`src/rtl/bcd_muldiv_unit_pkg.sv`:
```
// Shared definitions for the BCD multiply/divide engine: op codes, flag bit
// positions and FSM state encoding.
package bcd_muldiv_unit_pkg;

    localparam logic [1:0] OP_MUL = 2'd0;
    localparam logic [1:0] OP_DIV = 2'd1;

    localparam int FLAG_Z    = 0;
    localparam int FLAG_TR   = 1;
    localparam int FLAG_DZ   = 2;
    localparam int FLAG_ERR  = 3;
    localparam int NUM_FLAGS = 4;

    typedef enum logic [1:0] {
        ST_IDLE = 2'd0,
        ST_MUL  = 2'd1,
        ST_DIV  = 2'd2,
        ST_DONE = 2'd3
    } state_t;

    function automatic logic [NUM_FLAGS-1:0] flag_bit(input int idx);
        logic [NUM_FLAGS-1:0] f;
        f = '0;
        f[idx] = 1'b1;
        return f;
    endfunction

endpackage

```
`src/rtl/bcd_muldiv_unit_nd_adder.sv`:
```
// Ripple-carry packed-BCD adder over NUM_DIGITS digits with carry in/out.
// Purely combinational; a subtraction is done by 9s-complementing b and setting cin.
module bcd_nd_adder #(
    parameter int NUM_DIGITS = 5
) (
    input  logic [NUM_DIGITS*4-1:0] a,
    input  logic [NUM_DIGITS*4-1:0] b,
    input  logic                    cin,
    output logic [NUM_DIGITS*4-1:0] sum,
    output logic                    cout
);

    logic       carry;
    logic [4:0] digit;

    always_comb begin
        carry = cin;
        digit = '0;
        sum   = '0;
        for (int i = 0; i < NUM_DIGITS; i++) begin
            digit = {1'b0, a[i*4 +: 4]} + {1'b0, b[i*4 +: 4]} + {4'b0, carry};
            if (digit > 5'd9) begin
                digit = digit + 5'd6;
                carry = 1'b1;
            end else begin
                carry = 1'b0;
            end
            sum[i*4 +: 4] = digit[3:0];
        end
        cout = carry;
    end

endmodule

```
`src/rtl/bcd_muldiv_unit.sv`:
```
// Multi-cycle packed-BCD multiply (add/shift) and restoring divide engine.
// Define BCD_MULDIV_DIV_EN to build the divider; otherwise DIV reports ERR.
module bcd_muldiv_unit
    import bcd_muldiv_unit_pkg::*;
#(
    parameter int NUM_DIGITS = 4
) (
    input  logic                    i_clk,
    input  logic                    i_rst_n,
    input  logic                    i_valid,
    output logic                    o_ready,
    input  logic [1:0]              i_op,
    input  logic [NUM_DIGITS*4-1:0] i_num_a,
    input  logic [NUM_DIGITS*4-1:0] i_num_b,
    output logic                    o_valid,
    input  logic                    i_ready,
    output logic [NUM_DIGITS*4-1:0] o_num_lo,
    output logic [NUM_DIGITS*4-1:0] o_num_hi,
    output logic [NUM_FLAGS-1:0]    o_flags
);

    localparam int W  = NUM_DIGITS * 4;
    localparam int AW = W + 4;
    localparam int CW = $clog2(NUM_DIGITS + 1);
    localparam logic [CW-1:0] LAST_STEP = CW'(NUM_DIGITS - 1);

    state_t        state;
    logic [W-1:0]  a_reg;
    // MUL: {carry digit, HI} / LO of the product. DIV: R (ND+1 digits) / Q.
    logic [AW-1:0] acc_hi;
    logic [W-1:0]  acc_lo;
    logic [CW-1:0] cnt;

    logic [AW-1:0] add_a;
    logic [AW-1:0] add_b;
    logic [AW-1:0] add_sum;
    logic          add_cin;
    logic          add_cout;

    logic          mul_add;
    logic [W-1:0]  mul_sh_hi;
    logic [W-1:0]  mul_sh_lo;
    logic [NUM_FLAGS-1:0] mul_flags;

`ifdef BCD_MULDIV_DIV_EN
    logic [W-1:0]  b_reg;
    logic          div_shift;
    logic [AW-1:0] b_ext;
    logic [AW-1:0] b_nines;
`else
    logic          unused_cout;
    assign unused_cout = add_cout;
`endif

    // Digits above 9 are skipped rather than counted down so that bad
    // operands still finish inside the normal cycle bound.
    assign mul_add   = (acc_lo[3:0] != 4'd0) && (acc_lo[3:0] <= 4'd9);
    assign mul_sh_hi = acc_hi[AW-1:4];
    assign mul_sh_lo = {acc_hi[3:0], acc_lo[W-1:4]};

    always_comb begin
        mul_flags          = '0;
        mul_flags[FLAG_Z]  = ({mul_sh_hi, mul_sh_lo} == '0);
        mul_flags[FLAG_TR] = (mul_sh_hi != '0);
    end

    always_comb begin
        add_a   = acc_hi;
        add_b   = {4'h0, a_reg};
        add_cin = 1'b0;
`ifdef BCD_MULDIV_DIV_EN
        b_ext   = {4'h0, b_reg};
        b_nines = '0;
        for (int i = 0; i < NUM_DIGITS + 1; i++) begin
            b_nines[i*4 +: 4] = 4'd9 - b_ext[i*4 +: 4];
        end
        if (state == ST_DIV) begin
            add_b   = b_nines;
            add_cin = 1'b1;
        end
`endif
    end

    bcd_nd_adder #(
        .NUM_DIGITS (NUM_DIGITS + 1)
    ) u_adder (
        .a    (add_a),
        .b    (add_b),
        .cin  (add_cin),
        .sum  (add_sum),
        .cout (add_cout)
    );

    always_ff @(posedge i_clk or negedge i_rst_n) begin
        if (!i_rst_n) begin
            state    <= ST_IDLE;
            o_ready  <= 1'b1;
            o_valid  <= 1'b0;
            o_num_lo <= '0;
            o_num_hi <= '0;
            o_flags  <= '0;
            a_reg    <= '0;
            acc_hi   <= '0;
            acc_lo   <= '0;
            cnt      <= '0;
`ifdef BCD_MULDIV_DIV_EN
            b_reg     <= '0;
            div_shift <= 1'b0;
`endif
        end else begin
            case (state)
                ST_IDLE: begin
                    if (i_valid) begin
                        a_reg   <= i_num_a;
                        cnt     <= '0;
                        o_ready <= 1'b0;
                        acc_hi  <= '0;
                        case (i_op)
                            OP_MUL: begin
                                acc_lo <= i_num_b;
                                state  <= ST_MUL;
                            end
`ifdef BCD_MULDIV_DIV_EN
                            OP_DIV: begin
                                acc_lo    <= i_num_a;
                                b_reg     <= i_num_b;
                                div_shift <= 1'b1;
                                state     <= ST_DIV;
                            end
`endif
                            default: begin
                                o_num_lo <= '0;
                                o_num_hi <= '0;
                                o_flags  <= flag_bit(FLAG_ERR);
                                o_valid  <= 1'b1;
                                state    <= ST_DONE;
                            end
                        endcase
                    end
                end

                ST_MUL: begin
                    if (mul_add) begin
                        acc_hi      <= add_sum;
                        acc_lo[3:0] <= acc_lo[3:0] - 4'd1;
                    end else begin
                        acc_hi <= {4'h0, mul_sh_hi};
                        acc_lo <= mul_sh_lo;
                        cnt    <= cnt + 1'b1;
                        if (cnt == LAST_STEP) begin
                            o_num_lo <= mul_sh_lo;
                            o_num_hi <= mul_sh_hi;
                            o_flags  <= mul_flags;
                            o_valid  <= 1'b1;
                            state    <= ST_DONE;
                        end
                    end
                end

`ifdef BCD_MULDIV_DIV_EN
                ST_DIV: begin
                    if (b_reg == '0) begin
                        o_num_lo <= '0;
                        o_num_hi <= a_reg;
                        o_flags  <= flag_bit(FLAG_DZ);
                        o_valid  <= 1'b1;
                        state    <= ST_DONE;
                    end else if (div_shift) begin
                        acc_hi    <= {acc_hi[W-1:0], acc_lo[W-1 -: 4]};
                        acc_lo    <= {acc_lo[W-5:0], 4'h0};
                        div_shift <= 1'b0;
                    // Cap the quotient digit at 9 so bad operands cannot spin.
                    end else if (add_cout && (acc_lo[3:0] != 4'd9)) begin
                        acc_hi      <= add_sum;
                        acc_lo[3:0] <= acc_lo[3:0] + 4'd1;
                    end else begin
                        cnt       <= cnt + 1'b1;
                        div_shift <= 1'b1;
                        if (cnt == LAST_STEP) begin
                            o_num_lo <= acc_lo;
                            o_num_hi <= acc_hi[W-1:0];
                            o_flags  <= (acc_lo == '0) ? flag_bit(FLAG_Z) : '0;
                            o_valid  <= 1'b1;
                            state    <= ST_DONE;
                        end
                    end
                end
`endif

                ST_DONE: begin
                    if (i_ready) begin
                        o_valid <= 1'b0;
                        o_ready <= 1'b1;
                        state   <= ST_IDLE;
                    end
                end

                default: begin
                    o_valid <= 1'b0;
                    o_ready <= 1'b1;
                    state   <= ST_IDLE;
                end
            endcase
        end
    end

endmodule

```
`config.mk`:
```
export PLATFORM = sky130hd
export DESIGN_NAME = bcd_muldiv_unit
export DESIGN_NICKNAME = d
export VERILOG_FILES = /design/src/rtl/bcd_muldiv_unit_pkg.sv /design/src/rtl/bcd_muldiv_unit_nd_adder.sv /design/src/rtl/bcd_muldiv_unit.sv
export SDC_FILE = /design/constraint.sdc
export NUM_CORES = 1
export LEC_CHECK = 0
export CAP_MARGIN = 0
export CORE_AREA = 5 5 105 107
export DETAILED_ROUTE_END_ITERATION = 7
export DIE_AREA = 0 0 110 112
export DONT_BUFFER_PORTS = 1
export PLACE_DENSITY = 0.71
export SYNTH_ARGS = -nofsm -noshare
export SYNTH_HDL_FRONTEND = slang
export SYNTH_SLANG_ARGS = --single-unit
```
`constraint.sdc`:
```
create_clock -name i_clk -period 8.9 [get_ports i_clk]
set_input_delay 2.225 -clock i_clk [delete_from_list [all_inputs] [get_ports i_clk]]
set_output_delay 2.225 -clock i_clk [all_outputs]
set_load 0.005 [all_outputs]
```
==> results of run 1 <==
[power breakdown]
part	switching, mW	internal [mW]	total [mW]
clock	0.167	0.107	0.274
sequential	0.177	0.607	0.784
combinational	0.882	0.594	1.48
total	1.23	1.31	2.53
[layer usage]
metal,up-vias,share of wire
met2,126,0.48
met3,17,0.075
li1,1896,-
met4,0,0.018
met5,-,0
met1,1902,0.42
[worst reg2reg max path, delay by kind of cell (launching register included)]
family                     cells  cell delay [ns]
adders and majority gates     11             3.33
buffers and inverters          7             0.51
DFF                            1             0.41
xor gates and xnor gates       3             0.76
AOI/OAI and AO/OA             10             1.81
and+or+nand+nor                3             0.52
[per-stage QoR]
stage | total power [mW] | setup slack [ns] | instances | area (um^2) | hold slack [ns]
6_report | 2.53 | 1.45 | 673 | 5430 | 0.501
5_1_grt | 2.77 | 0.873 | 673 | 5430 | 0.547
4_1_cts | 2.53 | 1.53 | 673 | 5430 | 0.505
3_5_place_dp | 2.25 | 1.56 | 657 | 5240 | 0.477
3_3_place_gp | 2.18 | 1.95 | 657 | 5240 | 0.470
2_1_floorplan | 1.95 | 2.26 | 545 | 5200 | 0.452
[cell usage in the layout, fill, tap and decap left out, drive strengths merged, types with 3 or more instances in the layout]
| master | instances |
|---|---|
| buf | 5 |
| xor2 | 7 |
| nor2 | 20 |
| a311oi | 5 |
| a22oi | 9 |
| o31ai | 10 |
| o21bai | 3 |
| nand3 | 12 |
| nand2 | 112 |
| dfrtp | 93 |
| ha | 24 |
| o21ai | 43 |
| nor4 | 8 |
| a22o | 16 |
| or3 | 4 |
| nor2b | 5 |
| a31oi | 6 |
| nor4b | 3 |
| fa | 7 |
| mux2i | 6 |
| inv | 30 |
| a21oi | 24 |
| nor3 | 4 |
| a21o | 24 |
| o21a | 5 |
| nand4 | 4 |
| clkbuf | 10 |
| nand2b | 9 |
[cell type report]
type / instances / area (um^2) / area share
Clock buffer: 10 / 128 / 0.0235
Clock inverter: 6 / 55.1 / 0.0101
Inverter: 27 / 101 / 0.0187
Multi-Input combinational cell: 395 / 2580 / 0.476
Sequential cell: 94 / 2350 / 0.434
Tap cell: 136 / 170 / 0.0314
Timing Repair Buffer: 5 / 37.5 / 0.00692
[Yosys cell counts, drive strengths merged, types with 2 or more instances]
| cell | n | area, um^2 |
|---|---|---|
| nor3 | 4 | 20.0 |
| a32oi | 2 | 17.5 |
| buf | 19 | 131 |
| mux2i | 6 | 60.1 |
| nor4 | 8 | 50.1 |
| xor2 | 7 | 61.3 |
| o41ai | 2 | 25.0 |
| and2 | 2 | 12.5 |
| clkbuf | 10 | 38.8 |
| a22oi | 9 | 67.6 |
| nor2 | 20 | 77.6 |
| o21bai | 3 | 33.8 |
| nand3 | 12 | 60.1 |
| nor2b | 5 | 31.3 |
| a31oi | 6 | 37.5 |
| nor4b | 3 | 26.3 |
| a22o | 16 | 140 |
| o31ai | 10 | 75.1 |
| dfrtp | 93 | 2330 |
| o211ai | 2 | 15.0 |
| nand4 | 4 | 25.0 |
| o21ai | 43 | 223 |
| inv | 27 | 101 |
| fa | 7 | 140 |
| a21o | 24 | 180 |
| nand2 | 112 | 423 |
| xnor2 | 2 | 17.5 |
| a21oi | 24 | 143 |
| o21a | 5 | 37.5 |
| a311oi | 5 | 43.8 |
| nand2b | 9 | 56.3 |
| or3 | 4 | 35.0 |
| ha | 24 | 300 |
[cells by family (layout without fill, tap and decap cells)]
logic type / count (synthesis) / in the layout / synth area share
AOI/OAI and AO/OA: 161 / 161 / 0.220
xor gates and xnor gates: 9 / 9 / 0.0152
adders and majority gates: 31 / 31 / 0.0847
buffers and inverters: 56 / 48 / 0.0522
DFF: 94 / 94 / 0.452
muxes: 6 / 6 / 0.0115
other: 1 / 1 / 0.000721
and+or+nand+nor: 187 / 187 / 0.164
[worst max path at each step]
stage | start | endpoint | slack, ns | depth (start not counted)
final | acc_hi[0]$_DFFE_PN0P_ | acc_hi[18]$_DFFE_PN0P_ | 1.45 | 34
after global routing | acc_hi[1]$_DFFE_PN0P_ | acc_hi[18]$_DFFE_PN0P_ | 0.87 | 33
after CTS | acc_hi[0]$_DFFE_PN0P_ | acc_hi[17]$_DFFE_PN0P_ | 1.53 | 34
after detailed placement | acc_hi[0]$_DFFE_PN0P_ | acc_hi[18]$_DFFE_PN0P_ | 1.56 | 34
after global placement | acc_hi[1]$_DFFE_PN0P_ | acc_hi[18]$_DFFE_PN0P_ | 1.95 | 33
after floorplan | acc_hi[0]$_DFFE_PN0P_ | acc_hi[18]$_DFFE_PN0P_ | 2.26 | 34
==> flow_summary.json, run 1 <==
{
  "ys_warn_count": 0,
  "numCtsBuffers": 9,
  "vdd.ir_drop.worst_mv": 0.175,
  "cts_sinks": 94,
  "synth_edf_count": 0,
  "drt-wirelength-per-cell_um": 18.4,
  "postLayoutCoreUtil": 0.540,
  "setup_violations": 0,
  "diodes": 0,
  "grt_max_degree": 95,
  "pin_count": 76,
  "critPathBufInv": 7,
  "syn-num-nets": 614,
  "drv_slew": 0,
  "drt_wl_total_mm": 12.4,
  "firstDrtPassIters": 4,
  "holdCritPathClass": "reg -> reg",
  "drv_cap": 0,
  "synth_area_um2": 5200,
  "met2_usage": 0.340,
  "min_from": "a_reg[14]$_DFFE_PN0P_",
  "tightest_slew_ns": 1.17,
  "rr_endpoint": "acc_hi[18]$_DFFE_PN0P_",
  "drt_iter0_drc": 286,
  "grt_antenna_before_repair": 0,
  "cts_tree": "done",
  "seq_area_frac_synth": 0.452,
  "die_h_um": 112,
  "largest_reg_flops": 20,
  "die_w_um": 110,
  "top_register": "acc_hi",
  "syn_inst": 545,
  "top_usage_layer": "met2",
  "critPathMaxStageDelay_ns": 0.45,
  "ant_nets": 0,
  "cp_slowest_cell": "fa_1",
  "yosys_most_used_dff": "dfrtp_1",
  "async_flop_share": 1.00,
  "avgSynthCellArea_um2": 9.55,
  "place.gp.congestion": 0.832,
  "core_um2": 10000,
  "drc": 0,
  "num_vias": 3941,
  "p_leak_nw": 2.61,
  "synth-seq-cells": 94,
  "endpoint_kind": "flip-flop",
  "cts-root-buf": "clkbuf_8",
  "period_needed_ns": 7.45,
  "numPortBuffers": 0,
  "whs_path_depth": 2,
  "initial_utilization": 0.518,
  "crit_required_ns": 9.16,
  "fin_setup_tns_ns": 0,
  "drive_gt1_frac": 0.0670,
  "rows": 37,
  "p_per_area_nw_per_um2": 467,
  "detailed_place_hpwl_mm": 8.94,
  "clk_pin_slew_ns": 0.10,
  "ctsResizeCount": 0,
  "synthToLayoutAreaGrowth_pct": 4.28,
  "nFillCells": 937,
  "postCtsHoldBufs": 0,
  "cts_setup_buffers": 0,
  "fin_crit_sh": 0.837,
  "grt_setup_unrepaired": "false",
  "slew_headroom": 0.217,
  "track_usage": 0.209,
  "clk_latency_ns": 0.37,
  "grt_pass1_wl_mm": 20.3,
  "fmax_ghz": 0.134,
  "reg2reg_setup_slack_ns": 1.45,
  "path_max_fanout": 4,
  "synth_cell_types": 61,
  "hold_viol": 0,
  "viasPerCell": 5.86,
  "cp.arrival_ns": 7.71,
  "r2r_cells": 34,
  "startpoint_type": "flip-flop",
  "grt_pass1_vias": 4075,
  "grt_overflow": 0,
  "ctsLongestPathBuffers": 2,
  "finClkSkew_ns": 0.0137,
  "status": "completed",
  "critical_path.top_delay_family": "adder cells",
  "holdPathEnd": "a_reg[14]$_DFFE_PN0P_",
  "dieArea_um2": 12300,
  "r2r_start": "acc_hi[0]$_DFFE_PN0P_",
  "use_met3": 0.0464,
  "nNetsFinal": 601,
  "h-tree-depth": 3,
  "use_met1": 0.273,
  "critPathKind": "reg -> reg"
}
Power figures use the tool's default switching activity.
==> inputs of run 2 (changes only) <==
--- a/config.mk
+++ b/config.mk
@@ -10,7 +10,7 @@
 export DETAILED_ROUTE_END_ITERATION = 7
 export DIE_AREA = 0 0 110 112
 export DONT_BUFFER_PORTS = 1
-export PLACE_DENSITY = 0.71
+export PLACE_DENSITY = 0.73
 export SYNTH_ARGS = -nofsm -noshare
 export SYNTH_HDL_FRONTEND = slang
 export SYNTH_SLANG_ARGS = --single-unit
==> constraint.sdc (replaced) <==
create_clock -name i_clk -period 6.8 [get_ports i_clk]
set_input_delay 1.7 -clock i_clk [delete_from_list [all_inputs] [get_ports i_clk]]
set_output_delay 1.7 -clock i_clk [all_outputs]
set_load 0.005 [all_outputs]
==> run 2 against run 1 <==
  * Final cell count up 3.9%
  * Highest routed layer unchanged
  * Setup slack worse by 1.4 ns
  * Largest cell class unchanged
  * Design area is 6.9% higher
  * Core utilization up 3.7 points
  * Clock-buffer cell count unchanged
  * Clock skew shrank 0.0041 ns
==> flow_summary.json, run 2 (synthesis results as in run 1) <==
{
  "path_max_fanout": 3,
  "critical_path.top_delay_family": "adder cells",
  "h-tree-depth": 3,
  "status": "completed",
  "drc": 0,
  "fin_crit_sh": 0.988,
  "track_usage": 0.211,
  "die_h_um": 112,
  "largest_reg_flops": 20,
  "clk_pin_slew_ns": 0.09,
  "period_needed_ns": 6.72,
  "multi_input_area_um2": 2740,
  "critPathMaxStageDelay_ns": 0.43,
  "top_usage_layer": "met2",
  "fin_setup_tns_ns": 0,
  "met2_usage": 0.343,
  "rows": 37,
  "ant_nets": 0,
  "endpoint_kind": "flip-flop",
  "nNetsFinal": 627,
  "ctsLongestPathBuffers": 2,
  "critPathKind": "reg -> reg",
  "drive_gt1_frac": 0.169,
  "final_common_cell": "nand2_1",
  "numPortBuffers": 0,
  "min_from": "a_reg[7]$_DFFE_PN0P_",
  "drt-wirelength-per-cell_um": 18.4,
  "drv_slew": 0,
  "crit_required_ns": 7.07,
  "postCtsHoldBufs": 0,
  "die_w_um": 110,
  "grt_max_degree": 95,
  "finClkSkew_ns": 0.00969,
  "synthToLayoutAreaGrowth_pct": 11.5,
  "cts_sinks": 94,
  "register_area_um2": 2350,
  "hold_viol": 0,
  "core_um2": 10000,
  "grt_pass1_vias": 4170,
  "worstSetupStartpoint": "acc_hi[0]$_DFFE_PN0P_",
  "critPathBufInv": 6,
  "fmax_ghz": 0.149,
  "cp_slowest_cell": "fa_2",
  "holdCritPathClass": "reg -> reg",
  "place.gp.congestion": 0.825,
  "top_register": "acc_hi",
  "numCtsBuffers": 9,
  "cts-root-buf": "clkbuf_8",
  "grt_overflow": 0,
  "detailed_place_hpwl_mm": 8.92,
  "hold_slack_ns": 0.490,
  "grt_pass1_wl_mm": 20.4,
  "num_vias": 4147,
  "dpl.cell_count": 669,
  "dieArea_um2": 12300,
  "initial_utilization": 0.518,
  "slew_headroom": 0.235,
  "tightest_slew_ns": 1.15,
  "cts_tree": "done",
  "grt_antenna_before_repair": 0,
  "nFillCells": 867,
  "cp.arrival_ns": 6.99,
  "grt_setup_unrepaired": "true",
  "use_met3": 0.0475,
  "viasPerCell": 5.93,
  "drv_cap": 0,
  "use_met1": 0.270,
  "clk_latency_ns": 0.37,
  "instances_no_fill": 699,
  "r2r_start": "acc_hi[0]$_DFFE_PN0P_",
  "final_cell_mix": "nand2_1 (111), dfrtp_1 (93), o21ai_0 (34)",
  "drt_wl_total_mm": 12.9,
  "cp_common_cell": "fa_2",
  "diodes": 0,
  "pin_count": 76,
  "startpoint_type": "flip-flop",
  "setup_violations": 0,
  "drt_iter0_drc": 285,
  "firstDrtPassIters": 5
}
==> run 2: cell types whose count changed in the layout (fill, tap and decap cells not counted), sizes merged <==
cell | before | now
bufinv | 0 | 1
buf | 5 | 31
clkinv | 1 | 3
clkinvlp | 2 | 1
inv | 30 | 28
==> run 2: worst register-to-register path: cells and delay by family, from the launching register on <==
family / cells / cell delay, ns
DFF: 1 / 0.37
and+or+nand+nor: 1 / 0.19
xor gates and xnor gates: 2 / 0.34
adders and majority gates: 11 / 3.10
AOI/OAI and AO/OA: 14 / 2.36
buffers and inverters: 6 / 0.29
==> run 2: path summary, 6_finish.rpt <==
kind | to | cells past startpoint | slack [ns]
setup / recovery | acc_hi[18]$_DFFE_PN0P_ | 34 | 0.08
hold / removal | a_reg[7]$_DFFE_PN0P_ | 2 | 0.49
setup reg to reg | acc_hi[18]$_DFFE_PN0P_ | 34 | 0.08
hold reg to reg | a_reg[7]$_DFFE_PN0P_ | 2 | 0.49
max in group asynchronous | o_ready$_DFFE_PN1P_ | 0 | 5.59
min in group asynchronous | acc_lo[2]$_DFFE_PN0P_ | 0 | 1.01
==> run 2: final cells by class <==
type	count	share of cell area
inverters	27	0.0175
multi-input cells	395	0.472
clock buffers	10	0.0237
repair buffers	31	0.0401
clock inverters	6	0.0119
well taps	136	0.0293
flip-flops and latches	94	0.406
==> run 2: timing repair <==
item | 4_1_cts | 5_1_grt
setup endpoints to repair | 3 | 3
pin swaps | 8 | 20
buffers inserted | 1 | 13
gates resized for setup | 24 | 17
cloned | 0 | 0
==> run 2: metal layers <==
metal / vias to the layer above / share of wire
li1: 1945 / -
met1: 2030 / 0.42
met2: 148 / 0.49
met3: 24 / 0.070
met4: 0 / 0.020
met5: - / 0
==> run 2: through the flow <==
stage	setup slack [ns]	util	area, um^2
CTS	0.00924	0.562	5650
floorplan	0.155	-	5200
detailed placement	-0.428	0.531	5330
finish	0.0805	0.577	5800
global route	-0.150	0.577	5800
global placement	0.0435	0.531	5330
Power of run 2 is left out: the tool's default activity adds up to more than one toggle a clock period on the data nets, which glitch-free logic cannot reach.
